## src/rtl/tx_campioni.sv

```systemverilog
// tx_campioni: streams one block of NumCampioni bytes from sample memory over a four-phase dav_/rfd handshake
module tx_campioni #(
  parameter int NumCampioni = 1024
) (
  input  logic        clock,
  input  logic        reset,
  input  logic        start,
  input  logic [3:0]  enne,
  output logic [13:0] a13_a0,
  input  logic [7:0]  d7_d0,
  output logic [7:0]  dato,
  output logic        dav_,
  input  logic        rfd,
  output logic        busy
);
  typedef enum logic [2:0] {IDLE, READ, WAITRFD, WAITACK, NEXT} state_t;
  localparam logic [10:0] NC = 11'(NumCampioni);
  state_t      state_q;
  logic [10:0] count_q;
  logic [13:0] addr_q;
  logic [7:0]  dato_q;
  logic        dav_q;
  logic        busy_q;
  assign a13_a0 = addr_q;
  assign dato   = dato_q;
  assign dav_   = dav_q;
  assign busy   = busy_q;
  // block sequencer: read a byte, offer it, wait for rfd high then low, advance
  always_ff @(posedge clock) begin
    if (reset) begin
      state_q <= IDLE;
      count_q <= NC;
      addr_q  <= 14'h0000;
      dato_q  <= 8'h00;
      dav_q   <= 1'b1;
      busy_q  <= 1'b0;
    end else begin
      case (state_q)
        IDLE: if (start) begin
          addr_q  <= {enne, 10'b0};
          count_q <= NC;
          busy_q  <= 1'b1;
          state_q <= READ;
        end
        READ: begin
          dato_q  <= d7_d0;
          state_q <= WAITRFD;
        end
        WAITRFD: if (rfd) begin
          dav_q   <= 1'b0;
          state_q <= WAITACK;
        end
        WAITACK: if (!rfd) begin
          dav_q   <= 1'b1;
          state_q <= NEXT;
        end
        NEXT: if (count_q == 11'd1) begin
          busy_q  <= 1'b0;
          state_q <= IDLE;
        end else begin
          addr_q  <= addr_q + 14'd1;
          count_q <= count_q - 11'd1;
          state_q <= READ;
        end
        default: state_q <= IDLE;
      endcase
    end
  end
endmodule

```

## config.mk

```make
export PLATFORM = sky130hd
export DESIGN_NAME = tx_campioni
export DESIGN_NICKNAME = d
export VERILOG_FILES = /design/src/rtl/tx_campioni.sv
export SDC_FILE = /design/constraint.sdc
export NUM_CORES = 1
export LEC_CHECK = 0
export ABC_AREA = 0
export BUFFER_PORTS_ARGS = -buffer_cell sky130_fd_sc_hd__buf_2
export CELL_PAD_IN_SITES_DETAIL_PLACEMENT = 1
export CELL_PAD_IN_SITES_GLOBAL_PLACEMENT = 1
export CORE_MARGIN = 3
export CORE_UTILIZATION = 45
export DETAILED_ROUTE_END_ITERATION = 12
export GPL_ROUTABILITY_DRIVEN = 0
export PLACE_DENSITY = 0.9
export SLEW_MARGIN = 25
export SYNTH_ARGS = -nofsm -noshare
export SYNTH_HDL_FRONTEND = slang
export SYNTH_SLANG_ARGS = --single-unit
```

## constraint.sdc

```tcl
create_clock -name clock -period 3.2 [get_ports clock]
set_input_delay 0.32 -clock clock [delete_from_list [all_inputs] [get_ports clock]]
set_output_delay 0.32 -clock clock [all_outputs]
set_load 0.03 [all_outputs]
```

* Word-level counts from Yosys, hierarchy flattened
Cells that the tools add are included.
** Storage, ports and cells
- Flip-flop bits (word level) :: 38
- Input bits :: 16
- Output and inout port bits :: 24
- Logic and storage cells :: 42
** Cells by class
- Add/subtract/negate cells :: 2
- Equality and inequality tests :: 10
- Muxes and demuxes :: 17
- Reductions and logical operators :: 7
** Operators by type and width (count)
- $mux 14 :: 2
- $pmux 14 s2 :: 1
- $mux 11 :: 2
- $pmux 11 s2 :: 1
- $pmux 3 s5 :: 1
- $add 14x1->14 const B :: 1
- $reduce_and 3->1 :: 4
- $eq 11x1->1 const B :: 1
- $sub 11x1->11 const B :: 1
- $ne 2x2->1 const B :: 5
- $mux 3 :: 3
- $eq 3x2->1 const B :: 2
- $mux 1 :: 5
- $pmux 1 s2 :: 2
- $reduce_bool 2->1 :: 2
- $eq 3x1->1 const B :: 1
- $eq 3x3->1 const B :: 1
- $logic_not 3->1 :: 1

* Longest topological paths before layout
Gate-level depths: netlist of the first run.
- Depth in word-level cells :: 3
- Gate-level depth with buffers :: 7
- Depth with buffers taken out :: 6

* Worst setup path after synthesis of the first run
OpenSTA, ideal clock, no wires.
- Path type :: register to register
- Start :: register addr_q[3] (netlist: a13_a0[3])
- End :: register addr_q[11] (netlist: a13_a0[11])
- Library setup time :: 0.088 ns
- Arrival time :: 1.784 ns
- Data required time :: 3.112 ns
- Slack :: 1.328 ns
- Stages on the path, launching flop included :: 5
- Buffers on the path :: 0
- Period minus slack after synthesis :: 1.872 ns
- Path through :: dfxtp_1 > nand4_1 > or4_1 > o31a_1 > o32ai_2
** Between the ends
- Cells in the longest elaborated chain, start to end :: 3
** RTL lines
- from (decl) :: RTL line 20 : logic [13:0] addr_q;
- from (signal assigned) :: RTL line 40 : addr_q <= {enne, 10'b0};
- from (signal assigned) :: RTL line 61 : addr_q <= addr_q + 14'd1;
- $add 14x1->14 :: RTL line 61
- $mux 14 :: RTL line 57 : NEXT: if (count_q == 11'd1) begin
- $pmux 14 s2 :: RTL line 38 : case (state_q)
Every way passes these cells. The select of a mux whose other input is x is not followed.
A chain may end at the register's enable or synchronous reset.

* Worst setup path after layout of the first run
- Start :: register state_q[0]
- End :: register count_q[2]
** Between the ends
- Cells in the longest elaborated chain, start to end :: 3
- Elaborated cells between the ends (all ways) :: 7
- Classes of those cells :: 3 x eq/ne; 1 x mux; 3 x reduce/logical
** RTL lines
- from (decl) :: RTL line 18 : state_t state_q;
- from (signal assigned) :: RTL line 31 : state_q <= IDLE;
- from (signal assigned) :: RTL line 43 : state_q <= READ;
- from (signal assigned) :: RTL line 47 : state_q <= WAITRFD;
- $eq 3x3->1 or $logic_not 3->1 (tied branches) :: RTL line 38
- $ne 2x2->1 (no line) or $reduce_bool 2->1 (tied branches)
- $reduce_and 3->1 (no line)
- to (signal assigned) :: RTL line 62 : count_q <= count_q - 11'd1;
- to (decl) :: RTL line 19 : logic [10:0] count_q;
Parallel ways exist; a longest one is shown, timed or not.

==> flow_summary_export.csv, run 1 <==
group,metric,value,unit
die,initial_utilization,47.2,%
finish,drive_gt1_share,27.8,%
placed_design,dpl_cell_area,2280,µm²
detailed_routing,drcViolationCount,0,
detailed_routing,vias_per_cell,6.12,
sta,fmax,0.446,GHz
setup_path,arrival,2.43,ns
cts,cts_sinks,38,
setup_path,end_kind,"register",
cts,cts_resized,0,
cts,cts_tree,"built",
placed_design,placed_cells,303,
placed_design,dpl_worst_slack,1.02,ns
setup_path,worstPathRequired,3.39,ns
logic_synthesis,synth.largest_area_cell,"dfxtp_1",
pwr,p_leak,0.944,nW
global_route,grt.total_usage,21.3,%
sta,max_slew_margin,56.7,%
logic_synthesis,synth_ff_type,"dfxtp_1",
logic_synthesis,synth_area_leaders,"dfxtp_1, mux2i_1, nor2_1, nand2_1, or3_1",
die,fp-row-count,24,
placed_design,portBuffers,39,
detailed_routing,wirelength,5760,µm
logic_synthesis,async_flop_share,0,%
detailed_routing,vias,1903,
sta,finClkSkew,0.00703,ns
global_route,grt_antenna_before_repair,0,
pwr,powerDensity,476,nW/µm²
detailed_routing,drtPass1Iterations,4,
finish,final_area,2370,µm²
die,dieArea,5480,µm²
sta,worst_pin_slew,0.649,ns
cts,worstSkewPairLatency,0.29,ns
sta,hold_viol_final,0,
detailed_routing,routedWlPerCell,18.5,µm
finish,area_growth,13.8,%
sta,maxSlewViolCount,0,
cts,cts.clk_slew.worst_paths,0.08,ns
logic_synthesis,synth_nets,243,
cts,cts_setup_buffers,0,
detailed_routing,ant_nets,0,
sta,period_minus_slack,2.24,ns
sta,fin_hold_ws,0.268,ns
logic_synthesis,ys_seq_area_share,36.5,%
pwr,total_power,1.13,mW
cts,postCtsHoldBufs,0,
run_status,status,"finished clean",
sta,setup_viol,0,
sta,rsz0062_at_grt,"false",
cts,ctsHtreeMaxLevel,2,
logic_synthesis,netlist.area_leader.share,36.5,%
setup_path,cpMaxStageDelayCell,"or4b_1",
pwr,vdd_drop_max,0.266,mV
setup_path,crit_family,"simple AND/OR/NAND/NOR gates",
global_route,grt_max_degree,28,
logic_synthesis,synthCells,224,
job,cap_violations,0,
finish,fin_util,53.7,%
cts,clockBufferDepth,2,
die,die_w,74.0,µm
placed_design,dp_hpwl,4040,µm
logic_synthesis,yosysUniqueCellTypes,63,
setup_path,crit_fanout,15,
logic_synthesis,ys_seq_elements,38,
setup_path,max_stage_delay,0.90,ns
logic_synthesis,ys.warnings.count,0,
finish,nets,277,
sta,finalCritPeriodShare,70.0,%
sta,fin_ws,0.959,ns
logic_synthesis,synth-edff-count,0,
hold_path,hold_path.class,"in -> reg",
cts,cts_buffers,5,
sta,tns,0,ns
setup_path,worst_setup_path_start_kind,"register",
logic_synthesis,synthesis.area,2080,µm²
detailed_routing,dr.first_iter.drc_count,109,
finish,antenna_cells,0,
setup_path,crit_chain,"or4b_1 > nand2_1 > nor2_1 > a31o_2",
die,fp.dieH,74.0,µm
global_route,grt_pass1_vias,1795,
global_route,gr-total-overflow,0,
setup_path,crit_type,"reg -> reg",
logic_synthesis,syn_avg_cell_area,9.29,µm²
setup_path,path_buf_inv,0,
die,io_pins,40,
finish,final_cells,311,
global_route,grt_pass1_wl,9070,µm
die,coreArea,4410,µm²
cts,cts-root-buf,"clkbuf_8",
-- Yosys cell counts, types with 2 or more instances --
| library cell | number |
|---|---|
| and3_1 | 3 |
| o211ai_1 | 2 |
| nand2_1 | 16 |
| a21oi_1 | 8 |
| ha_1 | 3 |
| o22ai_1 | 3 |
| or3_1 | 9 |
| or2_2 | 3 |
| inv_1 | 10 |
| or4_1 | 3 |
| nor2b_1 | 2 |
| a221oi_2 | 2 |
| nor2_1 | 18 |
| clkbuf_1 | 6 |
| nand4_1 | 2 |
| nor4_1 | 4 |
| dfxtp_1 | 38 |
| mux2i_1 | 16 |
| a2111o_1 | 3 |
| a2111oi_2 | 2 |
| a2111oi_0 | 2 |
| nand3_1 | 10 |
| o21ai_0 | 7 |
| buf_6 | 3 |
| buf_2 | 3 |
| a31o_2 | 3 |
| o2111ai_1 | 5 |
| nor3_1 | 3 |
-- layout make-up --
| cell class | instances | area, µm² |
|---|---|---|
| clock buffers | 7 | 86.3 |
| clock inverters | 1 | 5.00 |
| fillers | 529 | 2050 |
| repair buffers | 42 | 218 |
| well taps | 52 | 65.1 |
| flip-flops and latches | 38 | 761 |
| multi-input cells | 161 | 1200 |
| inverters | 10 | 37.5 |
-- routing by layer --
layer	up-vias	routed length, µm	track usage, %
li1	920	-	-
met1	927	2630	27.6
met2	45	2790	34.8
met3	11	252	4.59
met4	0	96	8.05
met5	-	0	0
-- where the power goes --
group          switching (mW)  leakage (nW)  internal, mW  total, mW
Clock                   0.172        0.0482         0.174      0.346
Sequential             0.0395         0.310         0.503      0.542
Combinational           0.143         0.587        0.0964      0.239
-- cells in the final DEF (no fill, tap or decap), types with 2 or more instances in the layout --
| master | count |
|---|---|
| and3_1 | 3 |
| inv_1 | 10 |
| o211ai_1 | 2 |
| a221oi_2 | 2 |
| or2_2 | 3 |
| o2111ai_1 | 5 |
| nor2_1 | 18 |
| nand3_1 | 10 |
| a2111oi_2 | 2 |
| a2111oi_0 | 2 |
| buf_2 | 39 |
| nand4_1 | 2 |
| or3_1 | 9 |
| nand2_1 | 16 |
| o22ai_1 | 3 |
| nor4_1 | 4 |
| or4_1 | 3 |
| mux2i_1 | 16 |
| nor3_1 | 3 |
| a31o_2 | 3 |
| dfxtp_1 | 38 |
| clkbuf_8 | 6 |
| nor2b_1 | 2 |
| o21ai_0 | 7 |
| a2111o_1 | 3 |
| a21oi_1 | 8 |
| ha_1 | 3 |
| buf_4 | 3 |
-- cells by family after synthesis --
group,share of synthesized area [%]
compound gates,21.6
mux,7.69
xor+xnor,0.421
buf+inv,6.01
flops,36.5
simple gates,26.0
fa+ha+maj,1.80
-- final timing paths --
kind	startpoint	end	slack [ns]	depth (start not counted)
worst max-delay path	state_q[0]	count_q[2]	0.96	4
worst min-delay path	d7_d0[4]	dato[4]	0.27	3
worst max register to register	state_q[0]	count_q[2]	0.96	4
worst min register to register	count_q[7]	count_q[7]	0.49	2
-- registers in the layout, indices dropped and copies added (netlist names) --
register	flops
state_q	3
dato	8
dav_	1
busy	1
count_q	11
a13_a0	14
-- worst reg2reg max path: stages, from the launching register on --
cell     delay [ns]
dfxtp_1        0.43
or4b_1         0.90
nand2_1        0.47
nor2_1         0.09
a31o_2         0.25
(Power assumes the default switching activity.)
==> run 2, diff against run 1 <==
--- a/config.mk
+++ b/config.mk
@@ -5,15 +5,15 @@
 export SDC_FILE = /design/constraint.sdc
 export NUM_CORES = 1
 export LEC_CHECK = 0
-export ABC_AREA = 0
+export ABC_AREA = 1
 export BUFFER_PORTS_ARGS = -buffer_cell sky130_fd_sc_hd__buf_2
 export CELL_PAD_IN_SITES_DETAIL_PLACEMENT = 1
 export CELL_PAD_IN_SITES_GLOBAL_PLACEMENT = 1
 export CORE_MARGIN = 3
-export CORE_UTILIZATION = 45
+export CORE_UTILIZATION = 38
 export DETAILED_ROUTE_END_ITERATION = 12
 export GPL_ROUTABILITY_DRIVEN = 0
-export PLACE_DENSITY = 0.9
+export PLACE_DENSITY = 0.83
 export SLEW_MARGIN = 25
 export SYNTH_ARGS = -nofsm -noshare
 export SYNTH_HDL_FRONTEND = slang
==> constraint.sdc (replaced) <==
create_clock -name clock -period 2.1 [get_ports clock]
set_input_delay 0.21 -clock clock [delete_from_list [all_inputs] [get_ports clock]]
set_output_delay 0.21 -clock clock [all_outputs]
set_load 0.03 [all_outputs]
==> run 2 against run 1 <==
  * Count of clock-buffer cells in the layout down 2
  * Hold slack got worse by 0.14 ns
  * Sequential share of layout area is 0.87 points lower
  * Synthesized cell count up 38%
  * First-iteration DRC count fell by 52%
  * Largest cell class unchanged
  * Via count increased by 11%
  * Final area rose by 2.8%
  * Global-route usage fell by 1.8 points
  * Non-clock buffer count grew 2
  * Combinational power increased to 2.7 times the previous value
==> flow_summary_export.csv, run 2 <==
group,metric,value,unit
detailed_routing,vias,2119,
cts,cts_resized,0,
detailed_routing,ant_nets,0,
global_route,gr-total-overflow,0,
logic_synthesis,synth_nets,329,
logic_synthesis,synth_commonest_cells,"nand2_1, nor2_1, dfxtp_1, inv_1, a21oi_1",
setup_path,crit_fanout,18,
run_status,status,"finished clean",
logic_synthesis,synth_ff_type,"dfxtp_1",
setup_path,max_stage_delay,0.35,ns
cts,cts_sinks,38,
setup_path,cpMaxStageDelayCell,"dfxtp_1",
setup_path,crit_family,"simple AND/OR/NAND/NOR gates",
placed_design,placed_cells,413,
setup_path,r2r_slack,0.39,ns
finish,drive_gt1_share,17.4,%
cts,worstSkewPairLatency,0.29,ns
logic_synthesis,netlist.area_leader.share,36.8,%
sta,period_minus_slack,1.71,ns
sta,fmax,0.586,GHz
logic_synthesis,synthesis.area,2070,µm²
finish,area_growth,17.7,%
finish,largest_reg_flops,14,
setup_path,cp-startpoint,"count_q[6]",
global_route,grt_pass1_wl,9920,µm
cts,cts_setup_buffers,0,
placed_design,portBuffers,39,
finish,antenna_cells,0,
setup_path,r2r_start,"count_q[6]",
sta,finalCritPeriodShare,81.3,%
die,dieArea,6360,µm²
finish,mostFrequentLayoutCells,"nand2_1, nor2_1, buf_2, dfxtp_1, inv_1",
logic_synthesis,ys.warnings.count,0,
setup_path,path_buf_inv,1,
logic_synthesis,synth-edff-count,0,
cts,cts-root-buf,"clkbuf_8",
setup_path,reg2regPathDepth,9,
detailed_routing,vias_per_cell,5.03,
setup_path,worstPathRequired,2.28,ns
die,die_w,79.8,µm
cts,clockBufferDepth,2,
logic_synthesis,yosysUniqueCellTypes,28,
cts,ctsHtreeMaxLevel,2,
logic_synthesis,synthCells,310,
logic_synthesis,synth.most_common_cell,"nand2_1",
detailed_routing,drcViolationCount,0,
finish,nets,369,
pwr,powerDensity,884,nW/µm²
logic_synthesis,syn_avg_cell_area,6.67,µm²
sta,worst_pin_slew,0.547,ns
setup_path,worstSetupPathDepth,9,
sta,rsz0062_at_grt,"false",
setup_path,rr_endpoint,"count_q[0]",
sta,hold_viol_final,0,
sta,maxSlewViolCount,0,
global_route,grt_max_degree,20,
cts,cts_buffers,5,
die,initial_utilization,40.0,%
setup_path,end_kind,"register",
die,fp.dieH,79.8,µm
finish,fill_cells,719,
logic_synthesis,ys_seq_area_share,36.8,%
cts,cts.clk_slew.worst_paths,0.08,ns
setup_path,crit_chain,"nor2_1 > nand2_1 > nor2_1 > nand2_1 > nand2_2 > nand2_2 > buf_12 > o21ai_0 > nor2_1",
setup_path,crit_top_cell,"nor2_1",
die,io_pins,40,
finish,fin_util,47.1,%
sta,finClkSkew,0.00886,ns
placed_design,dp_hpwl,4100,µm
setup_path,cp-endpoint,"count_q[0]",
logic_synthesis,ys_seq_elements,38,
logic_synthesis,async_flop_share,0,%
job,cap_violations,0,
global_route,grt_antenna_before_repair,0,
setup_path,crit_type,"reg -> reg",
die,fp-row-count,26,
sta,tns,0,ns
sta,max_slew_margin,63.4,%
hold_path,hold_path.class,"in -> reg",
setup_path,worst_setup_path_start_kind,"register",
detailed_routing,routedWlPerCell,13.3,µm
logic_synthesis,synth.largest_area_cell,"dfxtp_1",
cts,cts_tree,"built",
finish,final_common_cell,"nand2_1",
detailed_routing,wirelength,5600,µm
die,coreArea,5170,µm²
finish,final_cells,421,
setup_path,arrival,1.89,ns
logic_synthesis,synth_area_leaders,"dfxtp_1, nand2_1, nor2_1, a21oi_1, inv_1",
detailed_routing,drtPass1Iterations,4,
pwr,vdd_drop_max,0.446,mV
global_route,grt.total_usage,19.5,%
placed_design,dpl_worst_slack,0.421,ns
pwr,p_leak,1.08,nW
cts,postCtsHoldBufs,0,
global_route,grt_pass1_vias,2147,
detailed_routing,dr.first_iter.drc_count,52,
sta,fin_ws,0.393,ns
sta,setup_viol,0,
## run 2: stage by stage
stage               hold WS (ns)  total power, mW  cell area [µm²]
detailed placement         0.428             1.53             2320
CTS                        0.115             2.18             2430
finish                     0.128             2.15             2430
global placement           0.419             1.51             2320
floorplan                  0.289             1.37             2070
global route               0.130             2.30             2430
## run 2: where the power goes
group / leakage [nW] / switching (mW) / total, mW / internal, mW
logic: 0.720 / 0.437 / 0.652 / 0.215
clock network: 0.0504 / 0.285 / 0.638 / 0.354
registers: 0.310 / 0.0640 / 0.862 / 0.798
total: 1.08 / 0.786 / 2.15 / 1.37
## run 2: cells by family after synthesis
kind of cell	count (synthesis)	synth area share, %
XOR/XNOR	11	4.66
AO/OA/AOI/OAI	55	14.2
adder cells (fa/ha/maj)	3	1.82
buffers and inverters	44	9.86
AND/OR/NAND/NOR	159	32.7
flip-flops	38	36.8
## run 2: routing by layer
metal,part of all wire (%),wire length (µm),vias to the layer above,global-route usage (%)
met5,0,0,-,0
met4,1.1,61,0,4.73
met3,3.9,220,7,4.06
met2,48,2680,37,32.5
met1,47,2640,1006,25.7
li1,-,-,1069,-
## run 2: layout make-up
class                      count  area, µm²  share of cell area (%)
clock inverter                 3       45.0                    1.85
inverter                      33        124                    5.09
multi-input combinational    228       1100                    45.3
sequential                    38        761                    31.2
tap                           70       87.6                    3.60
timing repair buffer          44        245                    10.1
clock buffer                   5       68.8                    2.83
## run 2: worst reg2reg max path: stages (launching register included)
cell	delay [ns]
dfxtp_1	0.35
nor2_1	0.16
nand2_1	0.09
nor2_1	0.14
nand2_1	0.15
nand2_2	0.10
nand2_2	0.18
buf_12	0.22
o21ai_0	0.15
nor2_1	0.06
## run 2: worst min-delay path by stage
stage / start / to / slack, ns / cells past startpoint
floorplan: rfd / state_q[2] / 0.29 / 1
global placement: rfd / state_q[2] / 0.42 / 2
detailed placement: rfd / state_q[2] / 0.43 / 2
CTS: rfd / state_q[2] / 0.11 / 2
global route: rfd / state_q[2] / 0.13 / 2
finish: rfd / state_q[2] / 0.13 / 2
==> run 3, diff against run 2 <==
--- a/config.mk
+++ b/config.mk
@@ -10,10 +10,10 @@
 export CELL_PAD_IN_SITES_DETAIL_PLACEMENT = 1
 export CELL_PAD_IN_SITES_GLOBAL_PLACEMENT = 1
 export CORE_MARGIN = 3
-export CORE_UTILIZATION = 38
+export CORE_UTILIZATION = 35
 export DETAILED_ROUTE_END_ITERATION = 12
 export GPL_ROUTABILITY_DRIVEN = 0
-export PLACE_DENSITY = 0.83
+export PLACE_DENSITY = 0.81
 export SLEW_MARGIN = 25
 export SYNTH_ARGS = -nofsm -noshare
 export SYNTH_HDL_FRONTEND = slang
==> constraint.sdc (replaced) <==
create_clock -name clock -period 1.37 [get_ports clock]
set_input_delay 0.137 -clock clock [delete_from_list [all_inputs] [get_ports clock]]
set_output_delay 0.137 -clock clock [all_outputs]
set_load 0.03 [all_outputs]
==> run 3 against run 2 <==
  * The flow now finishes with violations (negative setup slack)
  * Via count increased by 13%
  * Total power increased by 65%
  * Die area increased by 7.9%
  * Clock skew increased by 0.0024 ns
==> flow_summary_export.csv, run 3 (synthesis gave the netlist of run 2 again) <==
group,metric,value,unit
finish,nets,410,
global_route,grt_antenna_before_repair,0,
setup_path,crit_chain,"inv_2 > ha_4 > nand2_2 > nor2_2 > nand2_2 > a21oi_4 > buf_6 > nor2_1 > nor2_1",
detailed_routing,routedWlPerCell,16.2,µm
setup_path,reg2regPathDepth,9,
setup_path,crit_type,"reg -> reg",
cts,postCtsHoldBufs,0,
cts,cts.clk_slew.worst_paths,0.08,ns
cts,cts-root-buf,"clkbuf_8",
sta,fin_ws,-0.131,ns
setup_path,end_kind,"register",
placed_design,dp_hpwl,4660,µm
setup_path,crit_fanout,8,
finish,final_common_cell,"nand2_1",
sta,fin_hold_ws,0.0366,ns
pwr,vdd_drop_max,0.762,mV
cts,ctsHtreeMaxLevel,2,
finish,mostFrequentLayoutCells,"nand2_1, nor2_1, buf_2, buf_4, inv_1",
pwr,p_leak,1.33,nW
finish,area_growth,44.8,%
cts,clockBufferDepth,2,
hold_path,hold_path.class,"in -> reg",
finish,final_cells,464,
finish,antenna_cells,0,
die,coreArea,5610,µm²
placed_design,portBuffers,39,
setup_path,cp-startpoint,"count_q[1]",
die,io_pins,40,
run_status,violations,"negative setup slack",
detailed_routing,ant_nets,0,
finish,drive_gt1_share,40.8,%
setup_path,r2r_slack,-0.13,ns
sta,rsz0062_at_grt,"true",
die,fp-row-count,27,
detailed_routing,wirelength,7510,µm
detailed_routing,vias_per_cell,5.14,
sta,max_slew_margin,80.3,%
pwr,powerDensity,1190,nW/µm²
sta,fmax,0.666,GHz
setup_path,r2r_start,"count_q[1]",
detailed_routing,vias,2385,
setup_path,crit_family,"simple AND/OR/NAND/NOR gates",
finish,fin_util,53.4,%
cts,cts_tree,"built",
pwr,total_power,3.56,mW
setup_path,rr_endpoint,"count_q[1]",
die,initial_utilization,36.9,%
finish,largest_reg_flops,14,
die,dieArea,6870,µm²
run_status,status,"finished with violations",
job,cap_violations,0,
setup_path,cpMaxStageDelayCell,"dfxtp_2",
global_route,grt_max_degree,23,
detailed_routing,drtPass1Iterations,4,
setup_path,path_buf_inv,2,
die,die_w,82.9,µm
setup_path,cp-endpoint,"count_q[1]",
setup_path,max_stage_delay,0.34,ns
detailed_routing,dr.first_iter.drc_count,101,
die,fp.dieH,82.9,µm
sta,period_minus_slack,1.50,ns
sta,setup_viol,25,
detailed_routing,drcViolationCount,0,
placed_design,placed_cells,442,
setup_path,worstSetupPathDepth,9,
setup_path,worst_setup_path_start_kind,"register",
global_route,gr-total-overflow,0,
global_route,grt.total_usage,22.1,%
setup_path,arrival,1.72,ns
cts,cts_sinks,38,
global_route,grt_pass1_vias,2647,
sta,finalCritPeriodShare,110,%
setup_path,worstPathRequired,1.59,ns
global_route,grt_pass1_wl,12500,µm
sta,worst_pin_slew,0.295,ns
sta,maxSlewViolCount,0,
sta,finClkSkew,0.0113,ns
sta,hold_viol_final,0,
cts,cts_buffers,5,
cts,worstSkewPairLatency,0.30,ns
[run 3: cell types whose count changed in the layout (fill, tap and decap cells not counted), moves of 4 or more]
cell,delta
buf_4,+33
buf_6,+8
a21oi_2,+7
nand2_1,-17
nor2_1,-9
nand2_2,+14
o21ai_0,-4
nor2_4,+7
dfxtp_2,+10
a21oi_1,-8
dfxtp_1,-13
[run 3: final cells by class]
type	count	area, µm²
fill	742	2610
multi-input combinational	228	1330
sequential	38	785
timing repair buffer	85	583
inverter	33	124
tap	72	90.1
clock buffer	5	68.8
clock inverter	3	16.3
[run 3: how the worst min path moves through the flow]
stage	cells past startpoint	to	slack, ns	start
final	2	state_q[2]	0.04	rfd
after global routing	2	state_q[2]	0.04	rfd
after CTS	2	state_q[2]	0.03	rfd
after detailed placement	2	state_q[2]	0.35	rfd
after global placement	2	state_q[2]	0.34	rfd
after floorplan	1	state_q[2]	0.22	rfd
[run 3: per-layer routing]
metal	wire length (µm)	vias up	global-route usage [%]
met5	0	-	0
met4	148	0	9.36
met3	288	15	5.95
met2	4130	59	41.2
met1	2940	1159	23.1
li1	-	1152	-
[run 3: power by group]
part	leakage, nW	switching [mW]	internal [mW]
clock	0.0416	0.438	0.349
sequential	0.317	0.0958	1.23
combinational	0.968	0.874	0.573
total	1.33	1.41	2.15
[run 3: through the flow]
step	instance area, µm²	setup slack [ns]	TNS [ns]
after floorplan	2100	0.0309	0
after global placement	2560	-0.0284	-0.199
after detailed placement	2560	-0.162	-2.77
after CTS	2880	-0.0658	-0.877
after global routing	2990	-0.217	-4.31
final	2990	-0.131	-2.18
[run 3: timing repair]
item | CTS | global route
resized for setup | 53 | 22
setup endpoints to repair | 25 | 26
buffers inserted | 11 | 3
pin swaps | 19 | 13
